$ cat src/rtl/instruction_fetch_unit.sv
// Instruction fetch unit: reads instrBytes bytes per instruction over a cs/readmem/memDataReady
// memory port, assembles them big-endian and hands the result to the core over valid/ready.
module instruction_fetch_unit #(
    parameter int dataWidth     = 8,
    parameter int addrWidth     = 12,
    parameter int instrBytes    = 2,
    parameter int timeoutCycles = 64,
    parameter logic [addrWidth-1:0] resetPC = {addrWidth{1'b0}}
) (
    input  logic                            clk,
    input  logic                            rst_n,
    output logic                            cs,
    output logic                            readmem,
    output logic [addrWidth-1:0]            address,
    input  logic [dataWidth-1:0]            dataIn,
    input  logic                            memDataReady,
    output logic [dataWidth*instrBytes-1:0] instr,
    output logic [addrWidth-1:0]            instrPC,
    output logic                            instrValid,
    input  logic                            instrReady,
    input  logic                            jumpEn,
    input  logic [addrWidth-1:0]            jumpAddr,
    output logic                            fetchErr,
    output logic                            busy
);

    localparam int IW  = dataWidth * instrBytes;
    localparam int BCW = (instrBytes > 1) ? $clog2(instrBytes) : 1;
    localparam int TCW = $clog2(timeoutCycles + 1);

    localparam logic [1:0] ST_GAP  = 2'd0;
    localparam logic [1:0] ST_REQ  = 2'd1;
    localparam logic [1:0] ST_HOLD = 2'd2;
    localparam logic [1:0] ST_ERR  = 2'd3;

    localparam logic [BCW-1:0] LAST_BYTE = BCW'(instrBytes - 1);
    localparam logic [TCW-1:0] TO_LIMIT  = TCW'(timeoutCycles);

    logic [1:0]           state_q, state_d;
    logic [addrWidth-1:0] pc_q, pc_d;
    logic [BCW-1:0]       byte_cnt_q, byte_cnt_d;
    logic [TCW-1:0]       to_cnt_q, to_cnt_d;
    logic                 sync1_q, sync2_q, rdy_prev_q, rdy_prev_d;
    logic [IW-1:0]        instr_q, instr_d;
    logic [addrWidth-1:0] instr_pc_q, instr_pc_d;
    logic                 valid_q, valid_d;
    logic                 err_q, err_d;
    logic                 req_q, req_d;
    logic                 busy_q, busy_d;
    logic                 ready_edge_s;

    assign ready_edge_s = sync2_q & ~rdy_prev_q;

    // Next-state logic; jumpEn overrides everything at the end.
    always_comb begin
        state_d    = state_q;
        pc_d       = pc_q;
        byte_cnt_d = byte_cnt_q;
        to_cnt_d   = to_cnt_q;
        instr_d    = instr_q;
        instr_pc_d = instr_pc_q;
        valid_d    = valid_q;
        err_d      = err_q;
        // Outside REQ the edge detector is primed high, so a ready pulse left over from an
        // aborted access cannot register as a fresh edge in the next REQ.
        if (state_q == ST_REQ) begin
            rdy_prev_d = sync2_q;
        end else begin
            rdy_prev_d = 1'b1;
        end

        case (state_q)
            ST_GAP: begin
                to_cnt_d = {TCW{1'b0}};
                state_d  = ST_REQ;
                if (byte_cnt_q == {BCW{1'b0}}) begin
                    instr_pc_d = pc_q;
                end else begin
                    instr_pc_d = instr_pc_q;
                end
            end
            ST_REQ: begin
                if (to_cnt_q == TO_LIMIT) begin
                    to_cnt_d = to_cnt_q;
                end else begin
                    to_cnt_d = to_cnt_q + TCW'(1);
                end
                if (ready_edge_s) begin
                    for (int b = 0; b < instrBytes; b++) begin
                        if (BCW'(b) == byte_cnt_q) begin
                            instr_d[(instrBytes-1-b)*dataWidth +: dataWidth] = dataIn;
                        end else begin
                            instr_d[(instrBytes-1-b)*dataWidth +: dataWidth] =
                                instr_q[(instrBytes-1-b)*dataWidth +: dataWidth];
                        end
                    end
                    pc_d     = pc_q + addrWidth'(1);
                    to_cnt_d = {TCW{1'b0}};
                    if (byte_cnt_q == LAST_BYTE) begin
                        valid_d = 1'b1;
                        state_d = ST_HOLD;
                    end else begin
                        byte_cnt_d = byte_cnt_q + BCW'(1);
                        state_d    = ST_GAP;
                    end
                end else if (to_cnt_d == TO_LIMIT) begin
                    err_d   = 1'b1;
                    state_d = ST_ERR;
                end else begin
                    state_d = ST_REQ;
                end
            end
            ST_HOLD: begin
                if (instrReady) begin
                    valid_d    = 1'b0;
                    byte_cnt_d = {BCW{1'b0}};
                    state_d    = ST_GAP;
                end else begin
                    state_d = ST_HOLD;
                end
            end
            ST_ERR: begin
                err_d   = 1'b1;
                valid_d = 1'b0;
                state_d = ST_ERR;
            end
            default: begin
                state_d = ST_GAP;
            end
        endcase

        if (jumpEn) begin
            pc_d       = jumpAddr;
            byte_cnt_d = {BCW{1'b0}};
            to_cnt_d   = {TCW{1'b0}};
            instr_d    = instr_q;
            instr_pc_d = instr_pc_q;
            valid_d    = 1'b0;
            err_d      = 1'b0;
            state_d    = ST_GAP;
        end else begin
            state_d = state_d;
        end

        req_d  = (state_d == ST_REQ);
        busy_d = (state_d == ST_REQ) || (state_d == ST_GAP);
    end

    // State, datapath and output registers with asynchronous reset.
    always_ff @(posedge clk or negedge rst_n) begin
        if (!rst_n) begin
            state_q    <= ST_GAP;
            pc_q       <= resetPC;
            byte_cnt_q <= {BCW{1'b0}};
            to_cnt_q   <= {TCW{1'b0}};
            sync1_q    <= 1'b0;
            sync2_q    <= 1'b0;
            rdy_prev_q <= 1'b0;
            instr_q    <= {IW{1'b0}};
            instr_pc_q <= resetPC;
            valid_q    <= 1'b0;
            err_q      <= 1'b0;
            req_q      <= 1'b0;
            busy_q     <= 1'b0;
        end else begin
            state_q    <= state_d;
            pc_q       <= pc_d;
            byte_cnt_q <= byte_cnt_d;
            to_cnt_q   <= to_cnt_d;
            sync1_q    <= memDataReady;
            sync2_q    <= sync1_q;
            rdy_prev_q <= rdy_prev_d;
            instr_q    <= instr_d;
            instr_pc_q <= instr_pc_d;
            valid_q    <= valid_d;
            err_q      <= err_d;
            req_q      <= req_d;
            busy_q     <= busy_d;
        end
    end

    assign cs         = req_q;
    assign readmem    = req_q;
    assign address    = pc_q;
    assign instr      = instr_q;
    assign instrPC    = instr_pc_q;
    assign instrValid = valid_q;
    assign fetchErr   = err_q;
    assign busy       = busy_q;

endmodule

$ cat config.mk
export PLATFORM = sky130hd
export DESIGN_NAME = instruction_fetch_unit
export DESIGN_NICKNAME = d
export VERILOG_FILES = /design/src/rtl/instruction_fetch_unit.sv
export SDC_FILE = /design/constraint.sdc
export NUM_CORES = 1
export LEC_CHECK = 0
export ABC_AREA = 1
export CAP_MARGIN = 5
export CORE_MARGIN = 2
export CORE_UTILIZATION = 44
export DETAILED_ROUTE_END_ITERATION = 12
export PLACE_DENSITY_LB_ADDON = 0.12
export SLEW_MARGIN = 20
export SYNTH_ARGS = -nofsm -noshare
export SYNTH_HDL_FRONTEND = slang
export SYNTH_SLANG_ARGS = --single-unit
$ cat constraint.sdc
create_clock -name clk -period 1.3 [get_ports clk]
set_input_delay 0.39 -clock clk [delete_from_list [all_inputs] [get_ports clk]]
set_output_delay 0.39 -clock clk [all_outputs]
set_load 0.01 [all_outputs]
==> impl_metrics.tcl <==
set metrics [dict create \
    antenna_found_initial 0 \
    yosysWarnings 0 \
    synth_cell_types 29 \
    synth-seq-cells 57 \
    design.portCount 70 \
    wirelength_um 8690 \
    min_from "sync1_q" \
    groute.usage.overall_pct 24.4 \
    power.total_mw 5.06 \
    fin_crit_sh_pct 127 \
    final-hold-violation-count 0 \
    synth_area_mm2 0.00263 \
    drv_slew 0 \
    antenna_cells 0 \
    ys_seq_area_share_pct 54.2 \
    clock_skew_ns 0.00778 \
    place_congestion 0.879 \
    drive_gt1_share_pct 53.9 \
    cts_root_buffer "clkbuf_8" \
    worst-setup-path-type "reg2reg" \
    syn_nets 324 \
    grt_pass1_vias 2594 \
    endpoint_kind "register" \
    powerDensity_mw_per_mm2 1140 \
    worstHoldPathType "reg2reg" \
    ctsHtreeMaxLevel 3 \
    start_util_pct 45.0 \
    power.internal_mw 3.52 \
    drc 0 \
    postRouteAntennaNets 0 \
    p_leak_nw 2.12 \
    grt.overflow.total 0 \
    rrSetupSlack_ns -0.35 \
    core_mm2 0.00585 \
    hold-path-endpoint "sync2_q" \
    crit_path_start_kind "register" \
    r2r_cells 8 \
    r2r_start "to_cnt_q[0]" \
    grt_pass1_wl_um 12100 \
    tns_ns -5.46 \
    instances_no_fill 524 \
    violations "negative setup slack" \
    max_slew.worst_pin.slew_ns 0.343 \
    hold_ws_ns 0.356 \
    grt_max_degree 26 \
    arrival_ns 1.89 \
    synthCells 296 \
    p_clk_share_pct 33.2 \
    vias 2730 \
    insertion_delay_ns 0.35 \
    setup_ws_ns -0.348 \
    setup_violations 55 \
    cts_tree "built" \
    drtIter0Drc 145 \
    whs_path_depth 0 \
    cp-startpoint "to_cnt_q[0]" \
    status "complete, but fails checks" \
    slew_headroom_pct 77.1 \
    rsz0062_at_grt "true" \
    port_buffers 69 \
    cts_sinks 57 \
    cts_buffers 9 \
    num_rows 28 \
    clk_pin_slew_ns 0.07 \
    post-place-cells 473 \
    cts_buffer_depth 2 \
    crit_fanout 3 \
    dieArea_mm2 0.00661 \
    regToRegEndpoint "busy" \
    syn_to_final_growth_pct 69.6 \
    preCtsSetupSlack_ns -0.429 \
    required_ns 1.54 \
    cap_violations 0 \
    finalNetCount 472 \
    post_synth.cell_area_avg_um2 8.89 \
    drt-vias-per-instance 5.21 \
    timing.fmax_mhz 607 \
    switching_share_pct 30.5 \
    die_w_um 81.3 \
    ir_worst_vdd_uv 962 \
    dp.final_hpwl_um 4930 \
    pwr-share-seq_pct 41.7 \
    routedWlPerCell_um 16.6 \
    finalCriticalPeriod_ns 1.65 \
    first_pass_iters 4 \
    die_y_um 81.3 \
    pwr-share-comb_pct 25.1 \
    p_sw_mw 1.54 \
]
[state kept, by name (all words and copies together) (netlist names)]
signal	flops
sync2_q	1
sync1_q	1
state_q	2
instrPC	12
instrValid	1
cs	1
rdy_prev_q	1
address	12
instr	16
busy	1
fetchErr	1
byte_cnt_q	1
to_cnt_q	7
[per-layer routing]
layer	track usage, %	vias to the layer above	routed length (µm)
li1	-	1263	-
met1	32.2	1351	3490
met2	38.5	96	4530
met3	4.78	20	438
met4	11.5	0	236
met5	0	-	0
[synthesized netlist by cell type]
| master | number | area (µm²) |
|---|---|---|
| nand4_1 | 2 | 12.5 |
| buf_6 | 1 | 11.3 |
| ha_1 | 3 | 37.5 |
| a32oi_1 | 1 | 8.76 |
| o21ai_0 | 25 | 125 |
| o221ai_1 | 1 | 8.76 |
| xor2_1 | 9 | 78.8 |
| buf_4 | 1 | 7.51 |
| clkbuf_1 | 4 | 15.0 |
| nor2_1 | 26 | 97.6 |
| nand2_1 | 61 | 229 |
| a31oi_1 | 1 | 6.26 |
| dfrtp_1 | 57 | 1430 |
| a22oi_1 | 3 | 22.5 |
| mux2_2 | 3 | 33.8 |
| nand3_4 | 2 | 35.0 |
| nand3_1 | 14 | 70.1 |
| o22ai_1 | 3 | 18.8 |
| o21ai_1 | 16 | 80.1 |
| inv_2 | 4 | 15.0 |
| o211ai_1 | 1 | 7.51 |
| nor2_4 | 2 | 22.5 |
| o21bai_1 | 1 | 7.51 |
| a21oi_1 | 11 | 55.1 |
| nor2_8 | 1 | 20.0 |
| buf_2 | 4 | 20.0 |
| inv_1 | 34 | 128 |
| nor3_2 | 1 | 10.0 |
| nor3_1 | 4 | 20.0 |
[stage by stage]
stage,instance area [µm²],utilization (%)
CTS,4070,69.5
detailed placement,3770,64.4
global placement,3770,64.4
finish,4460,76.2
global route,4460,76.2
floorplan,2690,-
[logic make-up (layout without fill, tap and decap cells)]
group	count (synthesis)	count (layout)	synth area share [%]
buffers and inverters	48	198	7.47
adder cells (fa/ha/maj)	3	3	1.43
flip-flops	57	57	54.2
multiplexers	3	3	1.28
AO/OA/AOI/OAI	63	63	12.9
AND/OR/NAND/NOR	113	116	19.6
XOR/XNOR	9	9	3.00
[area by class of cell]
type                            count  area (µm²)
Multi-Input combinational cell    194        1440
Timing Repair Buffer              144        1140
Clock buffer                       11         141
Inverter                           38         153
Clock inverter                      5        55.1
Tap cell                           75        93.8
Fill cell                         415        1390
Sequential cell                    57        1430
[worst max path at each step]
stage / endpoint / cells after the start / slack [ns]
finish: busy / 8 / -0.35
detailed placement: instr[1] / 6 / -0.43
global route: busy / 8 / -0.43
CTS: busy / 11 / -0.22
floorplan: busy / 11 / -0.09
global placement: to_cnt_q[0] / 6 / -0.39
[cells in the final DEF, fill, tap and decap left out, types with 10 or more instances in the layout]
master / instances
buf_2: 45
o21ai_2: 13
clkbuf_8: 10
nor2_1: 16
inv_1: 28
nor2_4: 10
dfrtp_1: 52
clkdlybuf4s50_1: 22
nand2_2: 32
buf_6: 17
o21ai_1: 24
buf_4: 54
nand2_1: 25
[worst max-delay path, cell delays in order (launching register included)]
cell and delay [ns]:
dfrtp_2 0.44, inv_2 0.10, ha_4 0.21, nor3_2 0.23, nand2_2 0.08, nor2_2 0.13, nand3_2 0.13, a21oi_2 0.17
inv_1 0.05
[power groups by stage]
| stage | Sequential [mW] | Combinational, mW | Clock, mW |
|---|---|---|---|
| final | 2.11 | 1.27 | 1.68 |
| after global routing | 2.13 | 1.37 | 1.77 |
| after CTS | 2.09 | 1.07 | 1.69 |
| after detailed placement | 2.13 | 1.13 | 0 |
| after global placement | 2.13 | 1.10 | 0 |
| after floorplan | 2.22 | 0.326 | 0 |
[what timing repair did]
action,CTS,global route
gates cloned,3,1
hold endpoints to repair,10,0
hold buffers,1,0
endpoints found under the setup margin,95,60
buffers inserted,19,12
pin swaps,16,20
gates resized for setup,221,99
No activity file was read; power rests on OpenSTA's default activity.
